**src/rtl/ubbka_stage_pkg.sv**
```systemverilog
// Shared widths and types for the Brent-Kung adder operand stage.
package ubbka_stage_pkg;

    localparam int XW_DEF = 8;
    localparam int YW_DEF = 12;
    localparam int SW     = YW_DEF + 1;

    typedef enum logic [1:0] {
        OCC_EMPTY,
        OCC_ONE,
        OCC_FULL
    } occ_e;

    typedef struct packed {
        logic [XW_DEF-1:0] x;
        logic [YW_DEF-1:0] y;
    } pair_t;

endpackage

```
**src/rtl/ubbka_opnd_buf.sv**
```systemverilog
// Two-entry ordered operand buffer; the head entry is held stable until popped.
module ubbka_opnd_buf
    import ubbka_stage_pkg::*;
#(
    parameter type T = pair_t
) (
    input  logic clk_i,
    input  logic rst_ni,
    input  logic push_i,
    input  T     data_i,
    input  logic pop_i,
    output T     head_o,
    output occ_e occ_o
);

    T     head_q, head_d;
    T     tail_q, tail_d;
    occ_e occ_q, occ_d;

    // Head is left untouched on a pop to EMPTY so the adder inputs keep their last value.
    always_comb begin
        head_d = head_q;
        tail_d = tail_q;
        occ_d  = occ_q;
        unique case (occ_q)
            OCC_EMPTY: begin
                if (push_i) begin
                    head_d = data_i;
                    occ_d  = OCC_ONE;
                end
            end
            OCC_ONE: begin
                if (push_i && pop_i) begin
                    head_d = data_i;
                end else if (push_i) begin
                    tail_d = data_i;
                    occ_d  = OCC_FULL;
                end else if (pop_i) begin
                    occ_d = OCC_EMPTY;
                end
            end
            OCC_FULL: begin
                if (pop_i) begin
                    head_d = tail_q;
                    occ_d  = OCC_ONE;
                end
            end
            default: occ_d = OCC_EMPTY;
        endcase
    end

    always_ff @(posedge clk_i) begin
        if (!rst_ni) begin
            head_q <= '0;
            tail_q <= '0;
            occ_q  <= OCC_EMPTY;
        end else begin
            head_q <= head_d;
            tail_q <= tail_d;
            occ_q  <= occ_d;
        end
    end

    assign head_o = head_q;
    assign occ_o  = occ_q;

endmodule

```
**src/rtl/ubbka_operand_stage.sv**
```systemverilog
// Valid/ready shell that feeds an external Brent-Kung adder and registers its sum.
// Defining OPSTAGE_CNT_EN adds a saturating count of consumed results on done_cnt_o.
module ubbka_operand_stage
    import ubbka_stage_pkg::*;
#(
    parameter int XW   = XW_DEF,
    parameter int YW   = YW_DEF,
    parameter int CNTW = 16
) (
    input  logic          clk_i,
    input  logic          rst_ni,
    input  logic          in_vld_i,
    output logic          in_rdy_o,
    input  logic [XW-1:0] in_x_i,
    input  logic [YW-1:0] in_y_i,
    output logic [XW-1:0] add_x_o,
    output logic [YW-1:0] add_y_o,
    input  logic [YW:0]   add_s_i,
    output logic          sum_vld_o,
    input  logic          sum_rdy_i,
    output logic [YW:0]   sum_o
`ifdef OPSTAGE_CNT_EN
    ,
    output logic [CNTW-1:0] done_cnt_o
`endif
);

    typedef struct packed {
        logic [XW-1:0] x;
        logic [YW-1:0] y;
    } opnd_t;

    opnd_t       in_pair;
    opnd_t       head_pair;
    occ_e        occ;
    logic        push;
    logic        pop;
    logic        out_xfer;
    logic [YW:0] sum_q, sum_d;
    logic        sum_vld_q, sum_vld_d;

    assign in_pair.x = in_x_i;
    assign in_pair.y = in_y_i;

    assign in_rdy_o = (occ != OCC_FULL);
    assign push     = in_vld_i && in_rdy_o;
    assign out_xfer = sum_vld_q && sum_rdy_i;
    assign pop      = (occ != OCC_EMPTY) && (!sum_vld_q || sum_rdy_i);

    ubbka_opnd_buf #(
        .T(opnd_t)
    ) u_buf (
        .clk_i  (clk_i),
        .rst_ni (rst_ni),
        .push_i (push),
        .data_i (in_pair),
        .pop_i  (pop),
        .head_o (head_pair),
        .occ_o  (occ)
    );

    assign add_x_o = head_pair.x;
    assign add_y_o = head_pair.y;

    // A pop refills the result register even when the old result leaves in the same cycle.
    always_comb begin
        sum_d     = sum_q;
        sum_vld_d = sum_vld_q;
        if (pop) begin
            sum_d     = add_s_i;
            sum_vld_d = 1'b1;
        end else if (out_xfer) begin
            sum_vld_d = 1'b0;
        end
    end

    always_ff @(posedge clk_i) begin
        if (!rst_ni) begin
            sum_q     <= '0;
            sum_vld_q <= 1'b0;
        end else begin
            sum_q     <= sum_d;
            sum_vld_q <= sum_vld_d;
        end
    end

    assign sum_vld_o = sum_vld_q;
    assign sum_o     = sum_q;

`ifdef OPSTAGE_CNT_EN
    logic [CNTW-1:0] cnt_q, cnt_d;

    always_comb begin
        cnt_d = cnt_q;
        if (out_xfer && (cnt_q != '1)) begin
            cnt_d = cnt_q + CNTW'(1);
        end
    end

    always_ff @(posedge clk_i) begin
        if (!rst_ni) begin
            cnt_q <= '0;
        end else begin
            cnt_q <= cnt_d;
        end
    end

    assign done_cnt_o = cnt_q;
`else
    logic cntw_unused;
    assign cntw_unused = (CNTW > 0);
`endif

endmodule

```
**config.mk**
```make
export PLATFORM = sky130hd
export DESIGN_NAME = ubbka_operand_stage
export DESIGN_NICKNAME = d
export VERILOG_FILES = /design/src/rtl/ubbka_stage_pkg.sv /design/src/rtl/ubbka_opnd_buf.sv /design/src/rtl/ubbka_operand_stage.sv
export SDC_FILE = /design/constraint.sdc
export NUM_CORES = 1
export LEC_CHECK = 0
export ABC_AREA = 1
export CORE_ASPECT_RATIO = 1.25
export CORE_UTILIZATION = 43
export CTS_CLUSTER_DIAMETER = 150
export DETAILED_ROUTE_END_ITERATION = 8
export GPL_TIMING_DRIVEN = 0
export PLACE_DENSITY_LB_ADDON = 0.08
export SKIP_LAST_GASP = 1
export SYNTH_ARGS = -nofsm -noshare
export SYNTH_HDL_FRONTEND = slang
export SYNTH_SLANG_ARGS = --single-unit
```
**constraint.sdc**
```tcl
create_clock -name clk_i -period 0.99 [get_ports clk_i]
set_input_delay 0.099 -clock clk_i [delete_from_list [all_inputs] [get_ports clk_i]]
set_output_delay 0.099 -clock clk_i [all_outputs]
set_load 0.005 [all_outputs]
```
# After elaboration in Yosys (flattened, before gate mapping)
# Index checks and enable logic that the tools add are counted.
dict set report classes {
  eq_ne 8
  n_bitwise 1
  muxes 12
  reduce_logical 13
}
# operator count
set op_table {}
lappend op_table {{2-to-1 mux 20 bit} 3}
lappend op_table {{one-hot mux 20 bit (3 select lines)} 1}
lappend op_table {{2-to-1 mux 2 bit} 5}
lappend op_table {{AND reduction 4 bit} 2}
lappend op_table {{!= test 2 x 1 -> 1 bit (second input constant)} 3}
lappend op_table {{one-hot mux 2 bit (3 select lines)} 1}
lappend op_table {{logical AND 1 bit} 4}
lappend op_table {{!= test 2 bit (second input constant)} 2}
lappend op_table {{nonzero test 2 bit} 2}
lappend op_table {{!= test 3 x 1 -> 1 bit (second input constant)} 1}
lappend op_table {{AND reduction 3 bit} 1}
lappend op_table {{nonzero test 3 bit} 1}
lappend op_table {{equality test 2 x 1 -> 1 bit (second input constant)} 1}
lappend op_table {{equality test 2 bit (second input constant)} 1}
lappend op_table {{zero test 2 bit} 1}
lappend op_table {{2-to-1 mux 1 bit} 2}
lappend op_table {{zero test 1 bit} 1}
lappend op_table {{logical OR 1 bit} 1}
lappend op_table {{NOT 1 bit} 1}
dict set report word_totals {
  register_bits 56
  word_cells 41
  output_inout_bits 35
  input_bits 37
}

# Longest topological paths before layout
dict set report depth {
  ltp_word 7
  depth_mapped 8
  ltp_nobuf 7
}

# By module
# Synthesis repeated with hierarchy kept, for this count alone.
dict set report unflattened {
  hier_cells 397
  area_unflattened_um2 2700.1
}
# module cells_per_inst area_each_um2 seq_area_each_um2 n_inst
set modules_own_cells {}
lappend modules_own_cells {ubbka_opnd_buf 303 1949.4 840.8 1}
lappend modules_own_cells {ubbka_operand_stage 94 750.7 280.3 1}

# Worst setup path before layout
# No wires, ideal clock.
dict set report synth_path {
  path_kind {register -> register}
  from {register sum_vld_q, in the netlist sum_vld_o}
  to {register u_buf.tail_q[0] (netlist bit)}
  setup_time_ns 0.113
  path_buffers 1
  t_required_ns 0.877
  setup_slack_ns -0.049
  synth_period_minus_slack_ns 1.039
  arrival_time_ns 0.926
  stages_incl_launch_ff 7
  cell_sequence {dfxtp_1 > nand2_1 > nor2_2 > buf_2 > nand2_1 > nand2_1 > nor2_1}
}
dict set report synth_between {
  elab_chain_cells 6
}
# element line
set synth_lines {}
lappend synth_lines {{start, declared} ubbka_operand_stage.sv:40} ;# logic sum_vld_q, sum_vld_d;
lappend synth_lines {{start signal, assigned} ubbka_operand_stage.sv:83} ;# sum_vld_q <= sum_vld_d;
lappend synth_lines {{zero test 1 bit} ubbka_operand_stage.sv:48} ;# assign pop = (occ != OCC_EMPTY) && (!sum_vld_q || sum_rdy_i);
lappend synth_lines {{logical OR 1 bit} ubbka_operand_stage.sv:48}
lappend synth_lines {{logical AND 1 bit} ubbka_operand_stage.sv:48}
lappend synth_lines {{logical AND 1 bit} ubbka_opnd_buf.sv:33} ;# if (push_i && pop_i) begin
lappend synth_lines {{NOT 1 bit (no line)} n/a}
lappend synth_lines {{AND reduction 3 bit (no line)} n/a}
lappend synth_lines {{end signal, assigned} ubbka_opnd_buf.sv:59} ;# tail_q <= tail_d;
lappend synth_lines {{end, declared} ubbka_opnd_buf.sv:17} ;# T tail_q, tail_d;
# No other way between the ends.
# A chain may end at the register's enable or synchronous reset.

# Worst setup path after layout
dict set report layout_path {
  from {register u_buf.occ_q[0], in the netlist u_buf.occ_o[0]}
  to {register u_buf.head_q (netlist bit u_buf.head_o[2])}
}
dict set report layout_between {
  elab_chain_cells 5
  word_cells_on_any_way 14
  classes_between {6 x eq/ne; 1 x mux; 7 x reduce/logical}
}
# element line
set layout_lines {}
lappend layout_lines {{start, declared} ubbka_opnd_buf.sv:18} ;# occ_e occ_q, occ_d;
lappend layout_lines {{start signal, assigned} ubbka_opnd_buf.sv:56} ;# occ_q <= OCC_EMPTY;
lappend layout_lines {{start signal, assigned} ubbka_opnd_buf.sv:60} ;# occ_q <= occ_d;
lappend layout_lines {{!= test 2 bit / nonzero test 2 bit (equally long branches)} {ubbka_operand_stage.sv:45, ubbka_operand_stage.sv:48}}
lappend layout_lines {{logical AND 1 bit, on equally long branches} {ubbka_operand_stage.sv:46, ubbka_operand_stage.sv:48}}
lappend layout_lines {{logical AND 1 bit} ubbka_opnd_buf.sv:33}
lappend layout_lines {{!= test 2 x 1 -> 1 bit (no line)} n/a}
lappend layout_lines {{AND reduction 4 bit (no line)} n/a}
lappend layout_lines {{end signal, assigned} ubbka_opnd_buf.sv:54} ;# head_q <= '0;
lappend layout_lines {{end signal, assigned} ubbka_opnd_buf.sv:58} ;# head_q <= head_d;
lappend layout_lines {{end, declared} ubbka_opnd_buf.sv:16} ;# T head_q, head_d;
# Several ways; a longest one is shown, not always the timed one.

==> flow_summary.ini <==
[sta]
tightestPinTransition_ns = 0.642
rsz0062_at_grt = true
skew_ns = 0.00588
max_slew_margin_pct = 57.2
setup_slack_ns = -0.272
finalHoldViolations = 0
fin_crit_sh_pct = 128
fin_crit_ns = 1.26
drv_slew = 0
setup_viol = 59
max_freq_ghz = 0.792

[cells_and_area]
post-route-util_pct = 73.2
final_cell_mix = 112 x nand2_1, 81 x nor2_1, 43 x inv_1
regArea_mm2 = 0.00117
final_nets = 531
final_cell_area_mm2 = 0.00401
multi_input_area_mm2 = 0.00141
antenna_cells = 0
areaGrowthSynthToFinish_pct = 61.4
final_common_cell = nand2_1
fillers = 430
layout-drive-gt1-share_pct = 33.9

[setup_path]
worstSetupPathType = flip-flop to flip-flop
start_kind = flip-flop
cp_max_fo = 7
end_kind = flip-flop
crit_required_ns = 1.21
critical_path_arrival_ns = 1.48

[power_and_ir_drop]
power_density_mw_per_mm2 = 1200
ir_worst_vdd_mv = 0.941
p_total_mw = 4.81
cellLeakagePower_nw = 1.90

[status]
failed_checks = setup timing
status = complete, but fails checks

[grt]
busiest_layer = met2
use_met1_pct = 25.0
use_met3_pct = 3.13
grt_max_degree = 17
grt_pass1_vias = 2367
grt.total_usage_pct = 22.0
grt_overflow = 0
globalRouteMet2Util_pct = 40.9
antenna_found_initial = 0
grt_pass1_wl_um = 10500

[floorplanning]
dieHeight_um = 87.0
rows = 30
dieArea_mm2 = 0.00609
core_area_mm2 = 0.00548
start_util_pct = 45.3
fp.dieW_um = 70.0
ios = 72

[clocking]
cts_buffers = 5
numClockSinks = 56
clock_path_buffers = 2
clkTransAtPathRegs_ns = 0.10
root_buffer = clkbuf_8
htree_levels = 2
cts_hold_buf = 0
cts_tree = built
clkLatencyLatePin_ns = 0.31

[routing]
wl_per_cell_um = 12.4
avgViaCountPerCell = 4.56
drc = 0
dr.pass1.iters = 4
first_iter_violations = 105
antenna_left = 0
num_vias = 2548
routed_wl_um = 6930

[placed_design]
gp_congestion = 0.729
portBuffers = 70
hpwlAfterDp_um = 3940
dpl-instance-area_mm2 = 0.00332

[logic_synthesis]
synth.distinct_cells = 18
syn_area_per_cell_um2 = 6.24
yosysSeqAreaShare_pct = 45.1
yosysWarnings = 0
synth-seq-cells = 56
syn_inst = 398
synth_nets = 435
synth_area_mm2 = 0.00248

[min_path]
holdCritPathClass = input pin to flip-flop

[run]
drv_cap = 0
==> where the power goes <==
| group | internal, mW | switching, mW |
|---|---|---|
| clock | 0.571 | 0.765 |
| sequential | 2.39 | 0.0716 |
| combinational | 0.539 | 0.477 |
| total | 3.50 | 1.31 |
==> per-layer routing <==
layer,routed length [um],up-vias
li1,-,1346
met1,2900,1125
met2,3660,65
met3,250,12
met4,122,0
met5,0,-
==> critical path, stage by stage (launching register included) <==
cell	delay [ns]
dfxtp_2	0.35
inv_2	0.08
buf_6	0.10
nand2_4	0.06
nand2_4	0.08
nand2_8	0.09
buf_6	0.14
buf_6	0.13
nor2_2	0.08
nor2_1	0.05
==> synthesized netlist by cell type <==
master / instances / area share (%)
a211oi_1: 1 / 0.30
a21oi_1: 2 / 0.40
buf_1: 4 / 0.60
buf_2: 9 / 1.8
buf_4: 2 / 0.60
buf_6: 3 / 1.4
clkbuf_1: 1 / 0.15
clkbuf_2: 1 / 0.20
dfxtp_1: 56 / 45
inv_1: 45 / 6.8
inv_2: 1 / 0.15
nand2_1: 146 / 22
nand2_2: 1 / 0.25
nand2_4: 1 / 0.45
nand3_1: 2 / 0.40
nor2_1: 109 / 16
nor2_2: 1 / 0.25
o21ai_0: 13 / 2.6
==> cell type report <==
class | instances | area share, %
Buffer | 20 | 4.71
Multi-Input combinational cell | 276 | 35.2
Sequential cell | 56 | 29.1
Clock buffer | 7 | 2.15
Tap cell | 64 | 2.00
Clock inverter | 1 | 0.187
Timing Repair Buffer | 89 | 22.1
Inverter | 46 | 4.55
==> stage by stage <==
step                worst slack [ns]  hold slack [ns]  std cells  setup TNS [ns]
floorplan                   -0.00776            0.262        398          -0.155
global placement              -0.387            0.422        532          -18.14
detailed placement            -0.427            0.434        532          -18.91
CTS                           -0.265            0.100        553          -10.83
global route                  -0.312           0.0991        559          -15.56
finish                        -0.272           0.0806        559          -12.42
==> timing repair <==
item                                    4_1_cts  5_1_grt
cloned                                        7        0
pin swaps                                     2       20
gates resized for setup                     147      106
endpoints found under the setup margin       87       70
buffers inserted                              6        6
==> logic make-up after synthesis <==
kind of cell / Yosys count / share of synthesized area [%]
buffers and inverters: 66 / 11.7
AOI/OAI and AO/OA: 16 / 3.32
DFF: 56 / 45.1
and+or+nand+nor: 260 / 39.9
==> sequential cells by signal, summed over array words and instances, names as in the netlist <==
name,count
u_buf.head_o,20
sum_vld_o,1
u_buf.occ_o,2
u_buf.tail_q,20
sum_o,13
==> worst paths after layout <==
check / end / cells after the start / start / slack (ns)
worst min-delay path: sum_o[0] / 3 / rst_ni / 0.08
worst min register to register: u_buf.tail_q[0] / 2 / u_buf.tail_q[0] / 0.48
worst max-delay path: u_buf.head_o[2] / 9 / u_buf.occ_o[0] / -0.27
worst max register to register: u_buf.head_o[2] / 9 / u_buf.occ_o[0] / -0.27
Power figures use the tool's default switching activity.
